==> src/rtl/wb_pipe.sv <==
// MEM/WB pipeline register: picks the write-back source, extracts sub-word loads,
// and masks writes to r0. Also counts retired instructions for debug and performance.
module wb_pipe #(
    parameter int DATA_W = 32,
    parameter int REG_AW = 5,
    parameter int CNT_W  = 32
) (
    input  logic              i_clk,
    input  logic              i_rst_n,
    input  logic              i_valid,
    input  logic              i_stall,
    input  logic              i_flush,
    input  logic [REG_AW-1:0] i_write_reg,
    input  logic [DATA_W-1:0] i_result,
    input  logic [DATA_W-1:0] i_mem_data,
    input  logic [DATA_W-1:0] i_link,
    input  logic [1:0]        i_wb_sel,
    input  logic              i_reg_write,
    input  logic [1:0]        i_ld_size,
    input  logic              i_ld_unsigned,
    input  logic [1:0]        i_byte_off,
    output logic [REG_AW-1:0] o_write_reg,
    output logic [DATA_W-1:0] o_write_data,
    output logic              o_reg_write,
    output logic              o_valid,
    output logic [CNT_W-1:0]  o_retired
);

    typedef enum logic [1:0] {
        WB_ALU  = 2'b00,
        WB_LOAD = 2'b01,
        WB_LINK = 2'b10,
        WB_ALT  = 2'b11
    } wb_sel_e;

    logic [31:0]       word_lane;
    logic [15:0]       half_lane;
    logic [7:0]        byte_lane;
    logic [DATA_W-1:0] load_ext;
    logic [DATA_W-1:0] wb_data;

    logic              valid_q,      valid_d;
    logic              reg_write_q,  reg_write_d;
    logic [REG_AW-1:0] write_reg_q,  write_reg_d;
    logic [DATA_W-1:0] write_data_q, write_data_d;
    logic [CNT_W-1:0]  retired_q,    retired_d;

    // Lanes are always taken from the low 32 bits; the size cast does the extension.
    always_comb begin
        word_lane = i_mem_data[31:0];
        byte_lane = word_lane[{i_byte_off, 3'b000} +: 8];
        half_lane = word_lane[{i_byte_off[1], 4'b0000} +: 16];
        load_ext  = '0;
        case (i_ld_size)
            2'b00: begin
                if (i_ld_unsigned) load_ext = DATA_W'(byte_lane);
                else               load_ext = DATA_W'($signed(byte_lane));
            end
            2'b01: begin
                if (i_ld_unsigned) load_ext = DATA_W'(half_lane);
                else               load_ext = DATA_W'($signed(half_lane));
            end
            default: begin
                if (i_ld_unsigned) load_ext = DATA_W'(word_lane);
                else               load_ext = DATA_W'($signed(word_lane));
            end
        endcase
    end

    always_comb begin
        wb_data = i_result;
        case (wb_sel_e'(i_wb_sel))
            WB_LOAD: wb_data = load_ext;
            WB_LINK: wb_data = i_link;
            default: wb_data = i_result;
        endcase
    end

    // NOTE: every _d starts at its _q value, so the hold path is explicit and no latch is inferred.
    always_comb begin
        valid_d      = valid_q;
        reg_write_d  = reg_write_q;
        write_reg_d  = write_reg_q;
        write_data_d = write_data_q;
        retired_d    = retired_q;
        if (i_flush) begin
            valid_d     = 1'b0;
            reg_write_d = 1'b0;
        end else if (!i_stall) begin
            valid_d      = i_valid;
            reg_write_d  = i_reg_write;
            write_reg_d  = i_write_reg;
            write_data_d = wb_data;
            if (i_valid) retired_d = retired_q + CNT_W'(1);
        end
    end

    // NOTE: the reset is synchronous, so it is tested inside the clocked branch and not listed as an event.
    always_ff @(posedge i_clk) begin
        if (!i_rst_n) begin
            valid_q      <= 1'b0;
            reg_write_q  <= 1'b0;
            write_reg_q  <= '0;
            write_data_q <= '0;
            retired_q    <= '0;
        end else begin
            valid_q      <= valid_d;
            reg_write_q  <= reg_write_d;
            write_reg_q  <= write_reg_d;
            write_data_q <= write_data_d;
            retired_q    <= retired_d;
        end
    end

    assign o_valid      = valid_q;
    assign o_write_reg  = write_reg_q;
    assign o_write_data = write_data_q;
    assign o_retired    = retired_q;
    assign o_reg_write  = valid_q & reg_write_q & (write_reg_q != '0);

endmodule
==> config.mk <==
export PLATFORM = sky130hd
export DESIGN_NAME = wb_pipe
export DESIGN_NICKNAME = d
export VERILOG_FILES = /design/src/rtl/wb_pipe.sv
export SDC_FILE = /design/constraint.sdc
export NUM_CORES = 1
export LEC_CHECK = 0
export ABC_AREA = 1
export ABC_CLOCK_PERIOD_IN_PS = 4800
export CORE_UTILIZATION = 49
export CTS_BUF_LIST = sky130_fd_sc_hd__clkbuf_8
export CTS_CLUSTER_SIZE = 8
export DETAILED_ROUTE_END_ITERATION = 10
export GPL_ROUTABILITY_DRIVEN = 0
export PLACE_DENSITY = 0.9
export SLEW_MARGIN = 10
export SYNTH_ARGS = -nofsm -noshare
export SYNTH_HDL_FRONTEND = slang
export SYNTH_SLANG_ARGS = --single-unit
==> constraint.sdc <==
create_clock -name i_clk -period 4.8 [get_ports i_clk]
set_clock_uncertainty 0.2 [all_clocks]
set_input_delay 1.44 -clock i_clk [delete_from_list [all_inputs] [get_ports i_clk]]
set_output_delay 1.44 -clock i_clk [all_outputs]
set_load 0.01 [all_outputs]
==> metrics.cfg, run 1 <==
[status]
status = complete, no violations

[setup_path]
startpoint_type = input pin
cp_cell_sequence = clkdlybuf4s50_1 > nor2_4 > nand2_4 > inv_2 > nand3_1 > nor2_2 > nand4_1 > o21ai_1 > a21oi_1
critPathArrivalTime_ns = 3.69
critPathRequiredTime_ns = 4.84
cp_max_fo = 27
cpLargestDelayFamily = simple AND/OR/NAND/NOR gates
end_kind = flop
max_stage_delay_ns = 0.50
cp_slowest_cell = clkdlybuf4s50_1
cp_num_buf_inv = 2
path_class = in2reg

[pwr]
power_leakage_nw = 2.57
p_clk_frac = 0.326
switching_power_uw = 454
vdd_ir_drop_max_mv = 0.150
p_per_area_nw_per_um2 = 212
p_comb_frac = 0.241
power.share.sequential = 0.433
p_int_uw = 982
switching_share = 0.316

[logic_synthesis]
synth.largest_area_cell = dfxtp_1
synth_top_area_share = 0.301
synthArstFlopShare = 0
synth_common_cells = nand2_1, nor2_1, a21oi_1, dfxtp_1, inv_1
yosysUniqueCellTypes = 35
synth-warning-count = 0
synth_edf_count = 0
ys.flop_type = dfxtp_1
synth_seq_area_share = 0.301
synth_area_um2 = 4720
syn_inst = 812
yosys-top-cells-area = dfxtp_1, nand2_1, nor2_1
ys_ff_latch = 71
synth.avg_cell_area_um2 = 5.82
synth_most_common_cell = nand2_1
syn_nets = 929

[layout]
utilization = 0.731
area_growth_pct = 43.6
fin_area_um2 = 6780
n_antenna_cell = 0
drive_gt1_frac = 0.0521
multiInputGateArea_um2 = 2940
layout.nets = 1091
seq_area_um2 = 1420
fillers = 790

[global_route]
grt_max_degree = 62
grt_pass1_wl_mm = 24.7
antenna_found_initial = 0
track_usage = 0.308
grt_pass1_vias = 5386
overflow = 0

[cts]
clock_sinks = 71
tritoncts = built
cts_buffers = 9
cts-root-buf = clkbuf_8
holdBufCountCts = 0
post_cts_resize_count = 0
cts_buffer_depth = 2
clk_pin_slew_ns = 0.09
clkLatencyLatePin_ns = 0.35
cts_max_level = 3
cts_setup_buffers = 0

[timing]
holdWs_ns = 0.265
fmax_mhz = 275
period_minus_slack_ns = 3.64
setup_ws_ns = 1.16
max_slew.worst_pin.slew_ns = 1.21
grt_setup_unrepaired = false
final_hold_viol_count = 0
finalSetupViolations = 0
period_share = 0.759
relSlewSlack = 0.192
drv_slew = 0
final.setup.tns_ns = 0

[routing]
vias_per_cell = 5.26
ant_nets = 0
drc = 0
vias = 5828
avgRoutedWirePerCell_um = 13.7
wl_mm = 15.2
initialDrtViolationCount = 353
drt_pass1_iterations = 8

[run]
cap_violations = 0

[placement]
dpl_cell_area_um2 = 6600
dpl_worst_slack_ns = 0.833
portBuffers = 184
detailed_place_hpwl_mm = 11.2

[die]
design.die.area_um2 = 10000
rows = 35
pin_count = 185
die_h_um = 100
coreArea_um2 = 9280
die_w_um = 100
start_util = 0.509

[min_path]
hold_path.class = reg2reg

==> worst reg2reg max path: stages, from the launching register on <==
cell	delay [ns]
dfxtp_1	0.49
ha_1	0.33
inv_2	0.09
nor2_1	0.27
nand2_1	0.13
nor2_1	0.21
xor2_1	0.17
nand2_1	0.07
a21oi_1	0.13
==> cell families (layout without fill, tap and decap cells) <==
group,after synthesis,in the layout,share of synthesized area
adder cells (fa/ha/maj),3,3,0.00795
AND/OR/NAND/NOR,501,501,0.445
XOR/XNOR,7,7,0.0130
buffers and inverters,89,256,0.0755
flip-flops,71,71,0.301
AO/OA/AOI/OAI,141,141,0.158
==> power groups by stage <==
stage / clock network (mW) / registers, mW / logic, mW
6_report: 0.468 / 0.622 / 0.346
5_1_grt: 0.505 / 0.624 / 0.377
4_1_cts: 0.475 / 0.621 / 0.343
3_5_place_dp: 0 / 0.635 / 0.341
3_3_place_gp: 0 / 0.635 / 0.337
2_1_floorplan: 0 / 0.642 / 0.160
==> placed cells by master, fill, tap and decap left out, types with 2 or more instances in the layout <==
master	instances
a21oi_1	99
a21oi_2	2
buf_4	5
clkbuf_8	9
clkdlybuf4s50_1	184
clkinvlp_4	2
dfxtp_1	71
ha_1	3
inv_1	42
inv_2	9
inv_6	3
nand2_1	279
nand3_1	32
nand3_2	2
nand3b_1	5
nand4_1	3
nor2_1	147
nor2_2	5
nor2_4	2
nor3_1	7
nor3_2	5
o211ai_1	7
o21ai_0	13
o21ai_1	11
o22ai_1	7
or2_0	2
or2_1	5
xor2_1	7
==> routing by layer <==
layer / global-route usage / share of wire / vias up
met5: 0 / 0 / -
met4: 0.103 / 0.028 / 0
met3: 0.0850 / 0.092 / 49
met2: 0.532 / 0.48 / 315
met1: 0.369 / 0.40 / 2550
li1: - / - / 2914
==> layout make-up <==
class / instances / share of cell area
Clock inverter: 7 / 0.00904
Timing Repair Buffer: 189 / 0.277
Clock buffer: 9 / 0.0183
Tap cell: 129 / 0.0238
Multi-Input combinational cell: 652 / 0.434
Inverter: 51 / 0.0282
Sequential cell: 71 / 0.210
==> metrics by stage <==
stage,std cells,power [mW]
floorplan,812,0.802
global placement,1092,0.972
detailed placement,1092,0.976
CTS,1108,1.44
global route,1108,1.51
finish,1108,1.44
==> worst paths after layout <==
path                                   start       endpoint  slack [ns]  cells after the start
worst min register to register   reg_write_q    reg_write_q        0.26                      2
worst min-delay path             reg_write_q    reg_write_q        0.26                      2
worst max register to register  o_retired[0]  o_retired[16]        2.64                      8
worst max-delay path                 i_stall  o_retired[10]        1.16                      9
Power figures use the tool's default switching activity.
==> run 2, diff against run 1 <==
--- a/config.mk
+++ b/config.mk
@@ -6,13 +6,13 @@
 export NUM_CORES = 1
 export LEC_CHECK = 0
 export ABC_AREA = 1
-export ABC_CLOCK_PERIOD_IN_PS = 4800
-export CORE_UTILIZATION = 49
+export ABC_CLOCK_PERIOD_IN_PS = 3040
+export CORE_UTILIZATION = 41
 export CTS_BUF_LIST = sky130_fd_sc_hd__clkbuf_8
 export CTS_CLUSTER_SIZE = 8
 export DETAILED_ROUTE_END_ITERATION = 10
 export GPL_ROUTABILITY_DRIVEN = 0
-export PLACE_DENSITY = 0.9
+export PLACE_DENSITY = 0.8
 export SLEW_MARGIN = 10
 export SYNTH_ARGS = -nofsm -noshare
 export SYNTH_HDL_FRONTEND = slang
==> constraint.sdc (replaced) <==
create_clock -name i_clk -period 3.04 [get_ports i_clk]
set_clock_uncertainty 0.2 [all_clocks]
set_input_delay 0.912 -clock i_clk [delete_from_list [all_inputs] [get_ports i_clk]]
set_output_delay 0.912 -clock i_clk [all_outputs]
set_load 0.01 [all_outputs]
==> metrics.cfg, run 2 (same netlist as run 1, synthesis figures left out) <==
[setup_path]
max_stage_delay_ns = 0.39  ; -0.11 ns
startpoint_type = flop
end_kind = output port
cp_num_buf_inv = 2  ; unchanged
regToRegSetupSlack_ns = 0.97  ; -1.67 ns
critPathRequiredTime_ns = 1.93  ; -2.91 ns
path_class = reg2out
cp_max_fo = 3  ; -89%
critPathArrivalTime_ns = 1.51  ; -2.18 ns
cpLargestDelayFamily = simple AND/OR/NAND/NOR gates
cp_slowest_cell = or3_1
cp_cell_sequence = or3_1 > o311ai_2 > inv_1 > dlymetal6s2s_1

[global_route]
grt_pass1_vias = 5346  ; -0.74%
overflow = 0  ; unchanged
grt_max_degree = 54  ; -13%
grt_pass1_wl_mm = 25.8  ; +4.5%
antenna_found_initial = 0  ; unchanged
track_usage = 0.280  ; -0.0280

[die]
start_util = 0.428  ; -0.0805
design.die.area_um2 = 11900  ; +19%
rows = 38  ; +8.6%
die_h_um = 109  ; +9.1%
die_w_um = 109  ; +9.1%
coreArea_um2 = 11000  ; +19%
pin_count = 185  ; unchanged

[run]
cap_violations = 0  ; unchanged

[pwr]
switching_share = 0.285  ; -0.0311
switching_power_uw = 680  ; +50%
p_per_area_nw_per_um2 = 343  ; +62%
p_int_mw = 1.70  ; +74%
p_clk_frac = 0.348  ; +0.022
power_leakage_nw = 2.69  ; +4.6%
p_comb_frac = 0.240  ; about the same
power.share.sequential = 0.412  ; -0.021
vdd_ir_drop_max_mv = 0.209  ; +39%

[cts]
clk_pin_slew_ns = 0.07  ; -0.02 ns
clock_sinks = 71  ; unchanged
cts-root-buf = clkbuf_8
cts_setup_buffers = 0  ; unchanged
cts_buffer_depth = 2  ; unchanged
cts_buffers = 9  ; unchanged
clkLatencyLatePin_ns = 0.35  ; about the same
cts_max_level = 3  ; unchanged
tritoncts = built

[placement]
detailed_place_hpwl_mm = 12.4  ; +11%
dp.cells = 1116  ; +2.2%
dpl_cell_area_um2 = 6730  ; +2.1%
portBuffers = 184  ; unchanged

[routing]
drt_pass1_iterations = 5  ; -3
initialDrtViolationCount = 524  ; +48%
vias_per_cell = 5.13  ; -2.5%
wl_mm = 16.3  ; +7.2%
ant_nets = 0  ; unchanged
drc = 0  ; unchanged
avgRoutedWirePerCell_um = 14.4  ; +4.9%
vias = 5808  ; -0.34%

[timing]
finalSetupViolations = 0  ; unchanged
period_share = 0.863
grt_setup_unrepaired = false
relSlewSlack = 0.706  ; +0.514
max_slew.worst_pin.slew_ns = 0.439  ; -0.772 ns
final_hold_viol_count = 0  ; unchanged
fmax_mhz = 381
drv_slew = 0  ; unchanged
final.setup.tns_ns = 0  ; unchanged
period_minus_slack_ns = 2.62
holdWs_ns = 0.265  ; +0.000419 ns

[layout]
layout_common_cells = nand2_1, clkdlybuf4s50_1, nor2_1, a21oi_1, dfxtp_1
fillers = 1099  ; +39%
stdcell_count = 1132  ; +2.2%
utilization = 0.630  ; -0.101
fin_area_um2 = 6950  ; +2.5%
drive_gt1_frac = 0.0625  ; +0.0104
n_antenna_cell = 0  ; unchanged
layout.nets = 1104  ; +1.2%
layout_commonest_cell = nand2_1
area_growth_pct = 47.2

[min_path]
hold_path.class = reg2reg

[status]
status = complete, no violations

==> run 2: worst paths after layout <==
kind              depth (start not counted)         endpoint            start
setup / recovery                          4      o_reg_write   o_write_reg[1]
hold / removal                            2  o_write_data[3]  o_write_data[3]
setup reg to reg                          8    o_retired[16]     o_retired[0]
hold reg to reg                           2  o_write_data[3]  o_write_data[3]
==> run 2: power by group through the flow <==
| stage | clock (mW) | sequential [mW] | combinational [mW] |
|---|---|---|---|
| CTS | 0.846 | 0.981 | 0.569 |
| floorplan | 0 | 1.01 | 0.253 |
| detailed placement | 0 | 1.00 | 0.565 |
| finish | 0.830 | 0.982 | 0.572 |
| global placement | 0 | 1.00 | 0.565 |
| global route | 0.890 | 0.985 | 0.626 |
==> run 2: layout make-up <==
| type | instances | area (µm²) | share of cell area |
|---|---|---|---|
| Timing Repair Buffer | 202 | 2000 | 0.288 |
| Multi-Input combinational cell | 652 | 2950 | 0.425 |
| Tap cell | 140 | 175 | 0.0252 |
| Clock inverter | 7 | 81.3 | 0.0117 |
| Inverter | 51 | 191 | 0.0275 |
| Sequential cell | 71 | 1420 | 0.205 |
| Clock buffer | 9 | 124 | 0.0178 |
==> run 2: worst min-delay path: cells and delay by family (launching register included) <==
| kind | cells | cell delay (ns) |
|---|---|---|
| AOI/OAI and AO/OA | 1 | 0.05 |
| and+or+nand+nor | 1 | 0.06 |
| DFF | 1 | 0.31 |
==> run 2: stage by stage <==
step / setup WS (ns) / power, mW
floorplan: 0.737 / 1.27
global placement: 0.221 / 1.57
detailed placement: 0.206 / 1.57
CTS: 0.0233 / 2.40
global route: 0.275 / 2.50
finish: 0.417 / 2.38
==> run 2: layer usage <==
layer  track usage  share of wire  routed length, µm
met1         0.350           0.42               6780
met2         0.459           0.47               7660
met3        0.0782          0.090               1470
met4         0.105          0.023                382
met5             0              0                  0
==> run 2: timing repair <==
item	in CTS	in global routing
endpoints found under the setup margin	0	1
resized for setup	0	3
hold buffers	0	0
==> run 3, diff against run 2 <==
--- a/config.mk
+++ b/config.mk
@@ -6,13 +6,13 @@
 export NUM_CORES = 1
 export LEC_CHECK = 0
 export ABC_AREA = 1
-export ABC_CLOCK_PERIOD_IN_PS = 3040
-export CORE_UTILIZATION = 41
+export ABC_CLOCK_PERIOD_IN_PS = 3280
+export CORE_UTILIZATION = 49
 export CTS_BUF_LIST = sky130_fd_sc_hd__clkbuf_8
 export CTS_CLUSTER_SIZE = 8
 export DETAILED_ROUTE_END_ITERATION = 10
 export GPL_ROUTABILITY_DRIVEN = 0
-export PLACE_DENSITY = 0.8
+export PLACE_DENSITY = 0.9
 export SLEW_MARGIN = 10
 export SYNTH_ARGS = -nofsm -noshare
 export SYNTH_HDL_FRONTEND = slang
==> constraint.sdc (replaced) <==
create_clock -name i_clk -period 3.28 [get_ports i_clk]
set_clock_uncertainty 0.2 [all_clocks]
set_input_delay 0.984 -clock i_clk [delete_from_list [all_inputs] [get_ports i_clk]]
set_output_delay 0.984 -clock i_clk [all_outputs]
set_load 0.01 [all_outputs]
==> metrics.cfg, run 3 (same netlist as run 1, synthesis figures left out) <==
[global_route]
overflow = 0  ; unchanged
grt_pass1_wl_mm = 25.5  ; -1.3%
antenna_found_initial = 0  ; unchanged
track_usage = 0.320  ; +0.0393
grt_max_degree = 33  ; -39%
grt_pass1_vias = 5540  ; +3.6%

[layout]
layout_commonest_cell = nand2_1
area_growth_pct = 47.5
layout_common_cells = nand2_1, clkdlybuf4s50_1, nor2_1, a21oi_1, dfxtp_1
layout.nets = 1106  ; +0.18%
utilization = 0.750  ; +0.120
n_antenna_cell = 0  ; unchanged
drive_gt1_frac = 0.0664  ; +0.00390

[routing]
ant_nets = 0  ; unchanged
drc = 0  ; unchanged
drt_pass1_iterations = 6  ; +1
initialDrtViolationCount = 329  ; -37%
vias_per_cell = 5.30  ; +3.3%
vias = 5950  ; +2.4%
avgRoutedWirePerCell_um = 13.9  ; -3.5%
wl_mm = 15.6  ; -4.3%

[cts]
cts_setup_buffers = 0  ; unchanged
cts_max_level = 3  ; unchanged
cts_buffers = 9  ; unchanged
clk_pin_slew_ns = 0.09  ; +0.02 ns
tritoncts = built
cts-root-buf = clkbuf_8
clock_sinks = 71  ; unchanged
cts_buffer_depth = 2  ; unchanged
post_cts_resize_count = 0  ; unchanged
clkLatencyLatePin_ns = 0.35  ; about the same
holdBufCountCts = 0  ; unchanged

[setup_path]
max_stage_delay_ns = 0.48  ; +0.09 ns
critPathArrivalTime_ns = 1.88  ; +0.37 ns
cp_cell_sequence = or3_1 > o311ai_0 > inv_1 > clkdlybuf4s50_1
critPathRequiredTime_ns = 2.10  ; +0.17 ns
end_kind = output port
cpLargestDelayFamily = buffers and inverters
startpoint_type = flop
cp_slowest_cell = clkdlybuf4s50_1
path_class = reg2out
cp_max_fo = 3  ; unchanged
cp_num_buf_inv = 2  ; unchanged

[timing]
final.setup.tns_ns = 0  ; unchanged
period_minus_slack_ns = 3.07
period_share = 0.935
drv_slew = 0  ; unchanged
holdWs_ns = 0.254  ; -0.0108 ns
final_hold_viol_count = 0  ; unchanged
max_slew.worst_pin.slew_ns = 0.660  ; +0.221 ns
setup_ws_ns = 0.212  ; -0.205 ns
relSlewSlack = 0.559  ; -0.147
fmax_mhz = 326
grt_setup_unrepaired = false
finalSetupViolations = 0  ; unchanged

[placement]
detailed_place_hpwl_mm = 12.1  ; -3.0%
dpl_worst_slack_ns = 0.369  ; +0.164 ns
portBuffers = 184  ; unchanged

[pwr]
p_per_area_nw_per_um2 = 324  ; -5.6%
vdd_ir_drop_max_mv = 0.202  ; -3.5%
power_leakage_nw = 2.67  ; -0.55%
p_total_mw = 2.25  ; -5.4%

[die]
die_w_um = 100  ; -8.4%
coreArea_um2 = 9280  ; -16%
start_util = 0.509  ; +0.0805
rows = 35  ; -7.9%
design.die.area_um2 = 10000  ; -16%
pin_count = 185  ; unchanged
die_h_um = 100  ; -8.4%

[min_path]
hold_path.class = reg2reg

[run]
cap_violations = 0  ; unchanged

[status]
status = complete, no violations

[run 3: final timing paths]
kind / from / slack (ns) / endpoint / cells past startpoint
hold / removal: reg_write_q / 0.25 / reg_write_q / 2
setup reg to reg: o_retired[0] / 1.26 / o_retired[16] / 8
setup / recovery: o_write_reg[1] / 0.21 / o_reg_write / 4
hold reg to reg: reg_write_q / 0.25 / reg_write_q / 2
[run 3: metal layers]
layer,part of all wire,track usage,up-vias
met5,0,0,-
met4,0.040,0.145,0
met3,0.093,0.0710,53
met2,0.47,0.546,320
met1,0.39,0.383,2626
li1,-,-,2951
[run 3: worst min-delay path, delay by kind of cell, from the launching register on]
kind	cells	cell delay (ns)
flip-flops	1	0.32
AO/OA/AOI/OAI	1	0.05
AND/OR/NAND/NOR	1	0.05
[run 3: cell type report]
class | count | area, µm²
Multi-Input combinational cell | 652 | 2940
Fill cell | 792 | 2320
Timing Repair Buffer | 204 | 2020
Sequential cell | 71 | 1420
Inverter | 51 | 191
Tap cell | 129 | 161
Clock buffer | 9 | 124
Clock inverter | 7 | 105
[run 3: power by group]
group / leakage (nW) / switching [mW] / internal [mW]
logic: 1.98 / 0.256 / 0.272
clock network: 0.112 / 0.379 / 0.439
registers: 0.577 / 0.0177 / 0.891
total: 2.67 / 0.653 / 1.60
[run 3: per-stage QoR]
stage / cells / instance area (µm²)
final: 1123 / 6960
after global routing: 1123 / 6960
after CTS: 1123 / 6960
after detailed placement: 1107 / 6740
after global placement: 1107 / 6740
after floorplan: 812 / 4720
